--- config.mk ---
export PLATFORM = sky130hd
export DESIGN_NAME = ysyx_22050612_mem_arbiter_flat
export DESIGN_NICKNAME = d
export VERILOG_FILES = /design/src/rtl/ysyx_22050612_mem_arbiter_if.sv /design/src/rtl/ysyx_22050612_mem_arbiter.sv /design/src/flat_wrapper.sv
export SDC_FILE = /design/constraint.sdc
export NUM_CORES = 1
export LEC_CHECK = 0
export ABC_AREA = 1
export CORE_AREA = 2 2 213 215
export DETAILED_ROUTE_END_ITERATION = 12
export DIE_AREA = 0 0 215 217
export GPL_ROUTABILITY_DRIVEN = 0
export GPL_TIMING_DRIVEN = 0
export HOLD_SLACK_MARGIN = 0.02
export SLEW_MARGIN = 20
export SYNTH_ARGS = -nofsm -noshare
export SYNTH_HDL_FRONTEND = slang
export SYNTH_SLANG_ARGS = --single-unit
--- constraint.sdc ---
create_clock -name clk -period 1.8 [get_ports clk]
set_clock_uncertainty 0.2 [all_clocks]
set_input_delay 0.27 -clock clk [delete_from_list [all_inputs] [get_ports clk]]
set_output_delay 0.27 -clock clk [all_outputs]
set_load 0.005 [all_outputs]
--- src/rtl/ysyx_22050612_mem_arbiter_if.sv ---
// Bus bundle for the fetch / load-store memory arbiter: two requester ports plus the shared memory port.
// The arbiter uses the slave modport; the surrounding core and memory use the master modport.
interface ysyx_22050612_mem_arbiter_if #(
    parameter int ADDR_W = 64,
    parameter int DATA_W = 64
);
    logic                  ifu_req_valid;
    logic                  ifu_req_ready;
    logic [ADDR_W-1:0]     ifu_addr;
    logic                  ifu_resp_valid;
    logic [DATA_W-1:0]     ifu_rdata;
    logic                  ifu_resp_err;

    logic                  lsu_req_valid;
    logic                  lsu_req_ready;
    logic [ADDR_W-1:0]     lsu_addr;
    logic                  lsu_wen;
    logic [DATA_W-1:0]     lsu_wdata;
    logic [DATA_W/8-1:0]   lsu_wmask;
    logic                  lsu_resp_valid;
    logic [DATA_W-1:0]     lsu_rdata;
    logic                  lsu_resp_err;

    logic                  mem_req_valid;
    logic                  mem_req_ready;
    logic [ADDR_W-1:0]     mem_addr;
    logic                  mem_wen;
    logic [DATA_W-1:0]     mem_wdata;
    logic [DATA_W/8-1:0]   mem_wmask;
    logic                  mem_resp_valid;
    logic [DATA_W-1:0]     mem_rdata;

    modport slave (
        input  ifu_req_valid, ifu_addr,
        input  lsu_req_valid, lsu_addr, lsu_wen, lsu_wdata, lsu_wmask,
        input  mem_req_ready, mem_resp_valid, mem_rdata,
        output ifu_req_ready, ifu_resp_valid, ifu_rdata, ifu_resp_err,
        output lsu_req_ready, lsu_resp_valid, lsu_rdata, lsu_resp_err,
        output mem_req_valid, mem_addr, mem_wen, mem_wdata, mem_wmask
    );

    modport master (
        output ifu_req_valid, ifu_addr,
        output lsu_req_valid, lsu_addr, lsu_wen, lsu_wdata, lsu_wmask,
        output mem_req_ready, mem_resp_valid, mem_rdata,
        input  ifu_req_ready, ifu_resp_valid, ifu_rdata, ifu_resp_err,
        input  lsu_req_ready, lsu_resp_valid, lsu_rdata, lsu_resp_err,
        input  mem_req_valid, mem_addr, mem_wen, mem_wdata, mem_wmask
    );
endinterface

--- src/rtl/ysyx_22050612_mem_arbiter.sv ---
// Shares one memory port between instruction fetch and load/store, one transaction at a time,
// with round-robin tie breaking and a watchdog that completes stalled transactions with an error.
module ysyx_22050612_mem_arbiter #(
    parameter int ADDR_W  = 64,
    parameter int DATA_W  = 64,
    parameter int TIMEOUT = 255
) (
    input  logic clk,
    input  logic rst,
    ysyx_22050612_mem_arbiter_if.slave bus
);
    localparam int MASK_W = DATA_W / 8;
    localparam int CNT_W  = (TIMEOUT < 2) ? 1 : $clog2(TIMEOUT + 1);
    localparam logic [CNT_W-1:0] CNT_LAST = CNT_W'(TIMEOUT - 1);

    typedef enum logic [1:0] {
        S_IDLE  = 2'd0,
        S_ISSUE = 2'd1,
        S_WAIT  = 2'd2,
        S_RESP  = 2'd3
    } state_t;

    typedef enum logic {
        REQ_IFU = 1'b0,
        REQ_LSU = 1'b1
    } req_t;

    state_t              state_q, state_d;
    req_t                owner_q, owner_d;
    req_t                last_grant_q, last_grant_d;
    logic [CNT_W-1:0]    cnt_q, cnt_d;

    logic                mem_req_valid_q, mem_req_valid_d;
    logic [ADDR_W-1:0]   mem_addr_q, mem_addr_d;
    logic                mem_wen_q, mem_wen_d;
    logic [DATA_W-1:0]   mem_wdata_q, mem_wdata_d;
    logic [MASK_W-1:0]   mem_wmask_q, mem_wmask_d;

    logic                ifu_resp_valid_q, ifu_resp_valid_d;
    logic                ifu_resp_err_q, ifu_resp_err_d;
    logic [DATA_W-1:0]   ifu_rdata_q, ifu_rdata_d;
    logic                lsu_resp_valid_q, lsu_resp_valid_d;
    logic                lsu_resp_err_q, lsu_resp_err_d;
    logic [DATA_W-1:0]   lsu_rdata_q, lsu_rdata_d;

    logic                arb_open;
    logic                grant_ifu;
    logic                grant_lsu;
    logic                resp_fire;
    logic                resp_err;
    logic [DATA_W-1:0]   resp_data;

    // A requester wins when it is alone, or when the other one was served last.
    // The two grant terms are mutually exclusive, so at most one ready is ever high.
    assign arb_open  = (state_q == S_IDLE) && !rst;
    assign grant_ifu = arb_open && bus.ifu_req_valid &&
                       (!bus.lsu_req_valid || (last_grant_q == REQ_LSU));
    assign grant_lsu = arb_open && bus.lsu_req_valid &&
                       (!bus.ifu_req_valid || (last_grant_q == REQ_IFU));

    always_comb begin
        state_d          = state_q;
        owner_d          = owner_q;
        last_grant_d     = last_grant_q;
        cnt_d            = cnt_q;
        mem_req_valid_d  = mem_req_valid_q;
        mem_addr_d       = mem_addr_q;
        mem_wen_d        = mem_wen_q;
        mem_wdata_d      = mem_wdata_q;
        mem_wmask_d      = mem_wmask_q;
        ifu_resp_valid_d = 1'b0;
        ifu_resp_err_d   = 1'b0;
        ifu_rdata_d      = ifu_rdata_q;
        lsu_resp_valid_d = 1'b0;
        lsu_resp_err_d   = 1'b0;
        lsu_rdata_d      = lsu_rdata_q;
        resp_fire        = 1'b0;
        resp_err         = 1'b0;
        resp_data        = '0;

        case (state_q)
            S_IDLE: begin
                if (grant_lsu) begin
                    mem_addr_d      = bus.lsu_addr;
                    mem_wen_d       = bus.lsu_wen;
                    mem_wdata_d     = bus.lsu_wdata;
                    mem_wmask_d     = bus.lsu_wmask;
                    owner_d         = REQ_LSU;
                    last_grant_d    = REQ_LSU;
                    mem_req_valid_d = 1'b1;
                    state_d         = S_ISSUE;
                end else if (grant_ifu) begin
                    mem_addr_d      = bus.ifu_addr;
                    mem_wen_d       = 1'b0;
                    mem_wdata_d     = '0;
                    mem_wmask_d     = '0;
                    owner_d         = REQ_IFU;
                    last_grant_d    = REQ_IFU;
                    mem_req_valid_d = 1'b1;
                    state_d         = S_ISSUE;
                end
            end
            S_ISSUE: begin
                if (bus.mem_req_ready) begin
                    mem_req_valid_d = 1'b0;
                    cnt_d           = '0;
                    state_d         = S_WAIT;
                end
            end
            S_WAIT: begin
                cnt_d = cnt_q + CNT_W'(1);
                // A response landing on the final watchdog cycle still completes normally.
                if (bus.mem_resp_valid) begin
                    resp_fire = 1'b1;
                    resp_data = ((owner_q == REQ_LSU) && mem_wen_q) ? '0 : bus.mem_rdata;
                end else if (cnt_q == CNT_LAST) begin
                    resp_fire = 1'b1;
                    resp_err  = 1'b1;
                end
            end
            S_RESP: begin
                state_d = S_IDLE;
            end
            default: begin
                state_d = S_IDLE;
            end
        endcase

        if (resp_fire) begin
            state_d = S_RESP;
            if (owner_q == REQ_IFU) begin
                ifu_resp_valid_d = 1'b1;
                ifu_resp_err_d   = resp_err;
                ifu_rdata_d      = resp_data;
            end else begin
                lsu_resp_valid_d = 1'b1;
                lsu_resp_err_d   = resp_err;
                lsu_rdata_d      = resp_data;
            end
        end
    end

    always_ff @(posedge clk) begin
        if (rst) begin
            state_q          <= S_IDLE;
            owner_q          <= REQ_IFU;
            last_grant_q     <= REQ_IFU;
            cnt_q            <= '0;
            mem_req_valid_q  <= 1'b0;
            mem_addr_q       <= '0;
            mem_wen_q        <= 1'b0;
            mem_wdata_q      <= '0;
            mem_wmask_q      <= '0;
            ifu_resp_valid_q <= 1'b0;
            ifu_resp_err_q   <= 1'b0;
            ifu_rdata_q      <= '0;
            lsu_resp_valid_q <= 1'b0;
            lsu_resp_err_q   <= 1'b0;
            lsu_rdata_q      <= '0;
        end else begin
            state_q          <= state_d;
            owner_q          <= owner_d;
            last_grant_q     <= last_grant_d;
            cnt_q            <= cnt_d;
            mem_req_valid_q  <= mem_req_valid_d;
            mem_addr_q       <= mem_addr_d;
            mem_wen_q        <= mem_wen_d;
            mem_wdata_q      <= mem_wdata_d;
            mem_wmask_q      <= mem_wmask_d;
            ifu_resp_valid_q <= ifu_resp_valid_d;
            ifu_resp_err_q   <= ifu_resp_err_d;
            ifu_rdata_q      <= ifu_rdata_d;
            lsu_resp_valid_q <= lsu_resp_valid_d;
            lsu_resp_err_q   <= lsu_resp_err_d;
            lsu_rdata_q      <= lsu_rdata_d;
        end
    end

    assign bus.ifu_req_ready  = grant_ifu;
    assign bus.lsu_req_ready  = grant_lsu;
    assign bus.ifu_resp_valid = ifu_resp_valid_q;
    assign bus.ifu_resp_err   = ifu_resp_err_q;
    assign bus.ifu_rdata      = ifu_rdata_q;
    assign bus.lsu_resp_valid = lsu_resp_valid_q;
    assign bus.lsu_resp_err   = lsu_resp_err_q;
    assign bus.lsu_rdata      = lsu_rdata_q;
    assign bus.mem_req_valid  = mem_req_valid_q;
    assign bus.mem_addr       = mem_addr_q;
    assign bus.mem_wen        = mem_wen_q;
    assign bus.mem_wdata      = mem_wdata_q;
    assign bus.mem_wmask      = mem_wmask_q;
endmodule

--- src/flat_wrapper.sv ---
// flat-port wrapper written by rule: the top's interface ports become plain ports
module ysyx_22050612_mem_arbiter_flat 
#(
    parameter int ADDR_W  = 64,
    parameter int DATA_W  = 64,
    parameter int TIMEOUT = 255
)
  (clk, rst, bus_ifu_req_valid, bus_ifu_addr, bus_lsu_req_valid, bus_lsu_addr, bus_lsu_wen, bus_lsu_wdata, bus_lsu_wmask, bus_mem_req_ready, bus_mem_resp_valid, bus_mem_rdata, bus_ifu_req_ready, bus_ifu_resp_valid, bus_ifu_rdata, bus_ifu_resp_err, bus_lsu_req_ready, bus_lsu_resp_valid, bus_lsu_rdata, bus_lsu_resp_err, bus_mem_req_valid, bus_mem_addr, bus_mem_wen, bus_mem_wdata, bus_mem_wmask);
  ysyx_22050612_mem_arbiter_if #(.ADDR_W(ADDR_W), .DATA_W(DATA_W)) bus_i ();
  input  logic clk;
  input  logic rst;
  input wire logic [$bits(bus_i.ifu_req_valid)-1:0] bus_ifu_req_valid;
  input wire logic [$bits(bus_i.ifu_addr)-1:0] bus_ifu_addr;
  input wire logic [$bits(bus_i.lsu_req_valid)-1:0] bus_lsu_req_valid;
  input wire logic [$bits(bus_i.lsu_addr)-1:0] bus_lsu_addr;
  input wire logic [$bits(bus_i.lsu_wen)-1:0] bus_lsu_wen;
  input wire logic [$bits(bus_i.lsu_wdata)-1:0] bus_lsu_wdata;
  input wire logic [$bits(bus_i.lsu_wmask)-1:0] bus_lsu_wmask;
  input wire logic [$bits(bus_i.mem_req_ready)-1:0] bus_mem_req_ready;
  input wire logic [$bits(bus_i.mem_resp_valid)-1:0] bus_mem_resp_valid;
  input wire logic [$bits(bus_i.mem_rdata)-1:0] bus_mem_rdata;
  output wire logic [$bits(bus_i.ifu_req_ready)-1:0] bus_ifu_req_ready;
  output wire logic [$bits(bus_i.ifu_resp_valid)-1:0] bus_ifu_resp_valid;
  output wire logic [$bits(bus_i.ifu_rdata)-1:0] bus_ifu_rdata;
  output wire logic [$bits(bus_i.ifu_resp_err)-1:0] bus_ifu_resp_err;
  output wire logic [$bits(bus_i.lsu_req_ready)-1:0] bus_lsu_req_ready;
  output wire logic [$bits(bus_i.lsu_resp_valid)-1:0] bus_lsu_resp_valid;
  output wire logic [$bits(bus_i.lsu_rdata)-1:0] bus_lsu_rdata;
  output wire logic [$bits(bus_i.lsu_resp_err)-1:0] bus_lsu_resp_err;
  output wire logic [$bits(bus_i.mem_req_valid)-1:0] bus_mem_req_valid;
  output wire logic [$bits(bus_i.mem_addr)-1:0] bus_mem_addr;
  output wire logic [$bits(bus_i.mem_wen)-1:0] bus_mem_wen;
  output wire logic [$bits(bus_i.mem_wdata)-1:0] bus_mem_wdata;
  output wire logic [$bits(bus_i.mem_wmask)-1:0] bus_mem_wmask;
  assign bus_i.ifu_req_valid = bus_ifu_req_valid;
  assign bus_i.ifu_addr = bus_ifu_addr;
  assign bus_i.lsu_req_valid = bus_lsu_req_valid;
  assign bus_i.lsu_addr = bus_lsu_addr;
  assign bus_i.lsu_wen = bus_lsu_wen;
  assign bus_i.lsu_wdata = bus_lsu_wdata;
  assign bus_i.lsu_wmask = bus_lsu_wmask;
  assign bus_i.mem_req_ready = bus_mem_req_ready;
  assign bus_i.mem_resp_valid = bus_mem_resp_valid;
  assign bus_i.mem_rdata = bus_mem_rdata;
  assign bus_ifu_req_ready = bus_i.ifu_req_ready;
  assign bus_ifu_resp_valid = bus_i.ifu_resp_valid;
  assign bus_ifu_rdata = bus_i.ifu_rdata;
  assign bus_ifu_resp_err = bus_i.ifu_resp_err;
  assign bus_lsu_req_ready = bus_i.lsu_req_ready;
  assign bus_lsu_resp_valid = bus_i.lsu_resp_valid;
  assign bus_lsu_rdata = bus_i.lsu_rdata;
  assign bus_lsu_resp_err = bus_i.lsu_resp_err;
  assign bus_mem_req_valid = bus_i.mem_req_valid;
  assign bus_mem_addr = bus_i.mem_addr;
  assign bus_mem_wen = bus_i.mem_wen;
  assign bus_mem_wdata = bus_i.mem_wdata;
  assign bus_mem_wmask = bus_i.mem_wmask;
  ysyx_22050612_mem_arbiter #(.ADDR_W(ADDR_W), .DATA_W(DATA_W), .TIMEOUT(TIMEOUT)) u_core (.clk(clk), .rst(rst), .bus(bus_i));
endmodule
==> Word level (Yosys, flattened, before mapping) <==
Cells that the tools add are included.
{ "totals": {"output_inout_bits": 272, "ff_bits": 281, "mem_bits_rw": 0, "elab_cells": 80, "n_memories": 0, "romBits": 0, "latchBits": 0, "in_bits": 271} }
{ "classes": {"shifts": 0, "n_div": 0, "addsub": 1, "multipliers": 0, "bitwise_logic": 2, "n_mux": 30, "eq_ne": 8, "order_cmp": 0, "n_reduce_logical": 25} }
{ "ops": {"columns": ["operator", "n"], "rows": [
  ["$mux 64", 7],
  ["$mux 8", 3],
  ["$pmux 8 s2", 1],
  ["$mux 1", 13],
  ["$add 8x1->8 const B", 1],
  ["$eq 8x8->1 const B", 1],
  ["$mux 2", 4],
  ["$reduce_and 2->1", 4],
  ["$logic_and 1x1->1", 6],
  ["$pmux 2 s3", 1],
  ["$reduce_and 3->1", 2],
  ["$reduce_bool 2->1", 3],
  ["$reduce_or 3->1", 2],
  ["$eq 2x2->1 const B", 2],
  ["$ne 4x3->1 const B", 1],
  ["$reduce_bool 4->1", 1],
  ["$logic_not 1->1", 3],
  ["$ne 3x2->1 const B", 1],
  ["$ne 3x3->1 const B", 1],
  ["$eq 2x1->1 const B", 1],
  ["$logic_not 2->1", 1],
  ["$logic_or 1x1->1", 2],
  ["$ne 2x2->1 const B", 1],
  ["$not 1->1", 2],
  ["other kinds (2)", 2]
]} }

==> Longest topological paths before layout <==
{ "logic_depth": {"word_depth": 8, "mapped_depth": 12, "ltp_nobuf": 10} }

==> Worst setup path before layout <==
OpenSTA, ideal clock, no wires.
{ "synth_timing": {"kind": "reg-to-reg", "start": "register u_core.cnt_q[0]", "end": "register u_core.lsu_rdata_q[53] (netlist: u_core.bus.lsu_rdata[53])", "arrival_time_ns": 1.338, "period_less_slack_ns": 1.648, "n_path_buf": 2, "setup_time_ns": 0.110, "t_required_ns": 1.490, "slack_ns": 0.152, "path_stages_with_launch": 12, "path_cell_list": "dfxtp_1 > inv_1 > ha_1 > inv_1 > nor2_1 > nand2_1 > nand2_2 > buf_2 > buf_4 > nand4_1 > nand2_1 > nor2_1"} }
{ "synth_between": {"elab_chain_cells": 5} }
{ "synth_lines": {"columns": ["element", "line", "text"], "rows": [
  ["start: declaration", "ysyx_22050612_mem_arbiter.sv:31", "logic [CNT_W-1:0] cnt_q, cnt_d;"],
  ["start signal: assignment", "ysyx_22050612_mem_arbiter.sv:164", "cnt_q <= cnt_d;"],
  ["$eq 8x8->1", "ysyx_22050612_mem_arbiter.sv:116", "end else if (cnt_q == CNT_LAST) begin"],
  ["$mux 1", "ysyx_22050612_mem_arbiter.sv:116", null],
  ["$mux 1", "ysyx_22050612_mem_arbiter.sv:113", "if (bus.mem_resp_valid) begin"],
  ["$mux 1", "ysyx_22050612_mem_arbiter.sv:81", "case (state_q)"],
  ["$reduce_and 2->1 (no line)", null, null],
  ["end signal: assignment", "ysyx_22050612_mem_arbiter.sv:175", "lsu_rdata_q <= lsu_rdata_d;"],
  ["end: declaration", "ysyx_22050612_mem_arbiter.sv:44", "logic [DATA_W-1:0] lsu_rdata_q, lsu_rdata_d;"]
]} }
No other way between the ends.
A chain may end at the register's enable or synchronous reset.

==> Worst setup path after layout <==
{ "layout_timing": {"start": "register u_core.state_q[1]", "end": "output port bus_ifu_req_ready"} }
{ "layout_between": {"elab_chain_cells": 4} }
{ "layout_lines": {"columns": ["element", "line", "text"], "rows": [
  ["start: declaration", "ysyx_22050612_mem_arbiter.sv:28", "state_t state_q, state_d;"],
  ["start signal: assignment", "ysyx_22050612_mem_arbiter.sv:161", "state_q <= state_d;"],
  ["$logic_not 2->1", "ysyx_22050612_mem_arbiter.sv:55", "assign arb_open = (state_q == S_IDLE) && !rst;"],
  ["$logic_and 1x1->1", "ysyx_22050612_mem_arbiter.sv:55", null],
  ["$logic_and 1x1->1 (2 in a row)", "ysyx_22050612_mem_arbiter.sv:56", "assign grant_ifu = arb_open && bus.ifu_req_valid &&"],
  ["end: declaration", "flat_wrapper.sv:22", "output wire logic [$bits(bus_i.ifu_req_ready)-1:0] bus_ifu_req_ready;"]
]} }
No other way between the ends.

==> flow_summary.toml <==
[grt]
grt_start_max_net_pins = 14
met2_usage_pct = 44.6
top_usage_layer = "met2"
grtUsageMet1_pct = 26.0
grt_pass1_wl_um = 85900
overflow = 0
first_global_vias = 14717
grt_usage_pct = 23.8
grt.met3_usage_pct = 5.21
antenna_found_initial = 6

[power]
power.density_mw_per_mm2 = 851
ir_drop_mv = 0.473
combPwrFrac_pct = 23.3
leakagePower_nw = 11.5
seq_power_share_pct = 35.1
clkPwrFrac_pct = 41.5
power.switching_w = 0.00544
internal-power_w = 0.0140
swShare_pct = 28.0

[synthesis]
synth_top_flop_cell = "dfxtp_1"
ys_seq_elements = 281
synthArstFlopShare_pct = 0
ys_warn_count = 0
syn-num-nets = 2283
synth_area_leader_cell = "dfxtp_1"
syn_inst = 2010
synth_cell_type_count = 26
synth_area_leaders = "dfxtp_1 (42%), nand2_1 (13%), inv_1 (9.7%)"
synth_top_area_share_pct = 41.6
synth_area_mm2 = 0.0135
synthMostInstantiatedCell = "nand2_1"
syn_area_per_cell_um2 = 6.73
ys_seq_area_share_pct = 41.6
synthTopCellsByCount = "nand2_1 (484), inv_1 (348), dfxtp_1 (281)"
synth_edf_count = 0

[worst_setup_path]
cp_cell_sequence = "nor2_4 > buf_6 > nand4_4 > buf_8 > buf_8 > inv_1 > buf_2"
cp-end-kind = "output pin"
crit_type = "flop to output pin"
startpoint_type = "flop"
max_stage_delay_ps = 350
crit_arrival_ps = 1640
worst_path_most_repeated_cell = "buf_8"
cp_slowest_cell = "dfxtp_4"
worstPathMaxFanout = 2
cp_top_family = "buffers and inverters"
cp_num_buf_inv = 5
cp.required_ps = 1330

[layout]
layout-drive-gt1-share_pct = 13.2
fin_cells = 3273
multi_input_area_mm2 = 0.00597
fillers = 4458
seqCellArea_mm2 = 0.00567
fin_util_pct = 51.0
nets = 2917
area_delta_synth_final_pct = 68.4

[cts]
tritoncts = "done"
path_clk_slew_ps = 60
clock_latency_ps = 550
clock-sinks = 281
cts_root_buf = "clkbuf_16"
cts_buffer_depth = 3
htree_levels = 2
ctsHoldBuffers = 0
cts_made_buffers = 35

[timing]
worst_pin_slew_ps = 611
rsz0062_at_grt = "true"
finalSetupViolCount = 215
max_freq_mhz = 474
period_share_pct = 117
finalCriticalPeriod_ps = 2110
slew_viol_final = 0
hold_viol_final = 0
slew_headroom_pct = 59.3
finalWorstSetupSlack_ps = -309

[detailed_routing]
antenna_left = 0
wl_per_cell_um = 18.2
vias = 15265
wirelength_um = 59600
viasPerCell = 4.66
drc = 0
dr.first_iter.drc_count = 901
dr.pass1.iters = 5

[outcome]
outcome = "finished, violations left"
violations = "negative setup slack"

[placement]
hpwl_um = 45000
io_buffers = 542
place_inst = 3152
post-place-ws_ps = -966

[die]
fp.dieH_um = 217
core_mm2 = 0.0447
rows = 78
die-area_mm2 = 0.0467
ios = 543
die_x_um = 215
start_util_pct = 30.3

[min_path]
min_path_type = "input pin to flop"

[flow_run]
maxCapViolations = 0
-- flip-flops by register name (all words and copies together), names as in the netlist --
| name | flops |
|---|---|
| u_core.bus.mem_addr | 64 |
| u_core.bus.ifu_resp_valid | 1 |
| u_core.bus.mem_wmask | 8 |
| u_core.bus.mem_req_valid | 1 |
| u_core.bus.mem_wdata | 64 |
| u_core.bus.mem_wen | 1 |
| u_core.state_q | 2 |
| u_core.bus.lsu_rdata | 64 |
| u_core.owner_q | 1 |
| u_core.bus.lsu_resp_valid | 1 |
| u_core.bus.ifu_rdata | 64 |
| u_core.bus.lsu_resp_err | 1 |
| u_core.cnt_q | 8 |
| u_core.bus.ifu_resp_err | 1 |
-- metrics by stage --
stage | total power (W) | hold slack (ps) | area (um2) | TNS [ps]
6_report | 0.0194 | 77.2 | 22800 | -13510
3_5_place_dp | 0.0109 | 264 | 19700 | -162520
3_3_place_gp | 0.0108 | 255 | 19700 | -157610
5_1_grt | 0.0202 | 81.2 | 22800 | -36260
4_1_cts | 0.0194 | 47.0 | 21900 | -34930
2_1_floorplan | 0.00875 | 218 | 13500 | 0
-- worst min-delay path: stages --
cell and delay [ps]:
clkdlybuf4s50_1 390, nand2_1 60, a21oi_1 60
-- cell type report --
cell class	instances	share of cell area, %
antenna	2	0.0220
buffer	160	6.07
clock buffer	48	4.50
clock inverter	16	1.31
inverter	352	5.84
multi-input combinational	1215	26.2
sequential	281	24.9
tap	600	3.30
timing repair buffer	599	27.8
-- cells by family (layout without fill, tap and decap cells) --
kind of cell	count (synthesis)	after routing	synth area share [%]
adder cells (fa/ha/maj)	2	2	0.185
other	0	2	0
AO/OA/AOI/OAI	217	217	9.40
flip-flops	281	281	41.6
AND/OR/NAND/NOR	996	996	32.4
buffers and inverters	514	1175	16.4
-- per-layer routing --
layer	part of all wire, %	up-vias
met5	0.069	-
met1	38	6979
met4	4.2	6
li1	-	7578
met2	51	577
met3	6.4	125
-- power groups by stage --
| stage | Clock [W] | Combinational [W] | Sequential (W) |
|---|---|---|---|
| 2_1_floorplan | 0 | 0.00182 | 0.00693 |
| 3_3_place_gp | 0 | 0.00392 | 0.00692 |
| 3_5_place_dp | 0 | 0.00395 | 0.00693 |
| 4_1_cts | 0.00826 | 0.00432 | 0.00680 |
| 5_1_grt | 0.00848 | 0.00486 | 0.00685 |
| 6_report | 0.00806 | 0.00452 | 0.00681 |
-- repair_timing --
item / in CTS / in global routing
endpoints found under the setup margin: 549 / 428
gates resized for setup: 301 / 231
buffers inserted: 36 / 4
pin swaps: 15 / 42
gates cloned: 7 / 12
-- placed cells by master, fill, tap and decap left out, types with 5 or more instances in the layout --
cell type and n:
buf_4 39, nand4_1 130, clkdlybuf4s50_1 349, o21bai_1 61, buf_8 21, clkbuf_8 9, nand2_1 458, inv_2 5
clkinv_2 5, buf_1 9, nand3_1 201, inv_1 344, dlymetal6s2s_1 79, nand3_2 9, buf_12 11, nand2_4 15
a21oi_2 8, nand2_2 14, dlygate4sd2_1 112, buf_6 52, nor2_1 157, clkbuf_2 19, clkbuf_1 20, a21oi_1 137
dfxtp_1 253, dfxtp_2 26, buf_2 31, bufinv_16 8, clkbuf_16 48
-- path summary, 6_finish.rpt --
kind	start	to	slack [ps]	depth (start not counted)
max	u_core.state_q[1]$_SDFFE_PP0P_	bus_ifu_req_ready	-310	7
min	bus_lsu_wdata[54]	u_core.bus.mem_wdata[54]$_SDFFE_PP0P_	80	3
max reg2reg	u_core.state_q[1]$_SDFFE_PP0P_	u_core.bus.mem_wmask[4]$_SDFFE_PP0P_	-140	11
min reg2reg	u_core.cnt_q[3]$_SDFFE_PP0P_	u_core.cnt_q[3]$_SDFFE_PP0P_	250	1
Note: power is estimated with default switching activity, not from simulation.
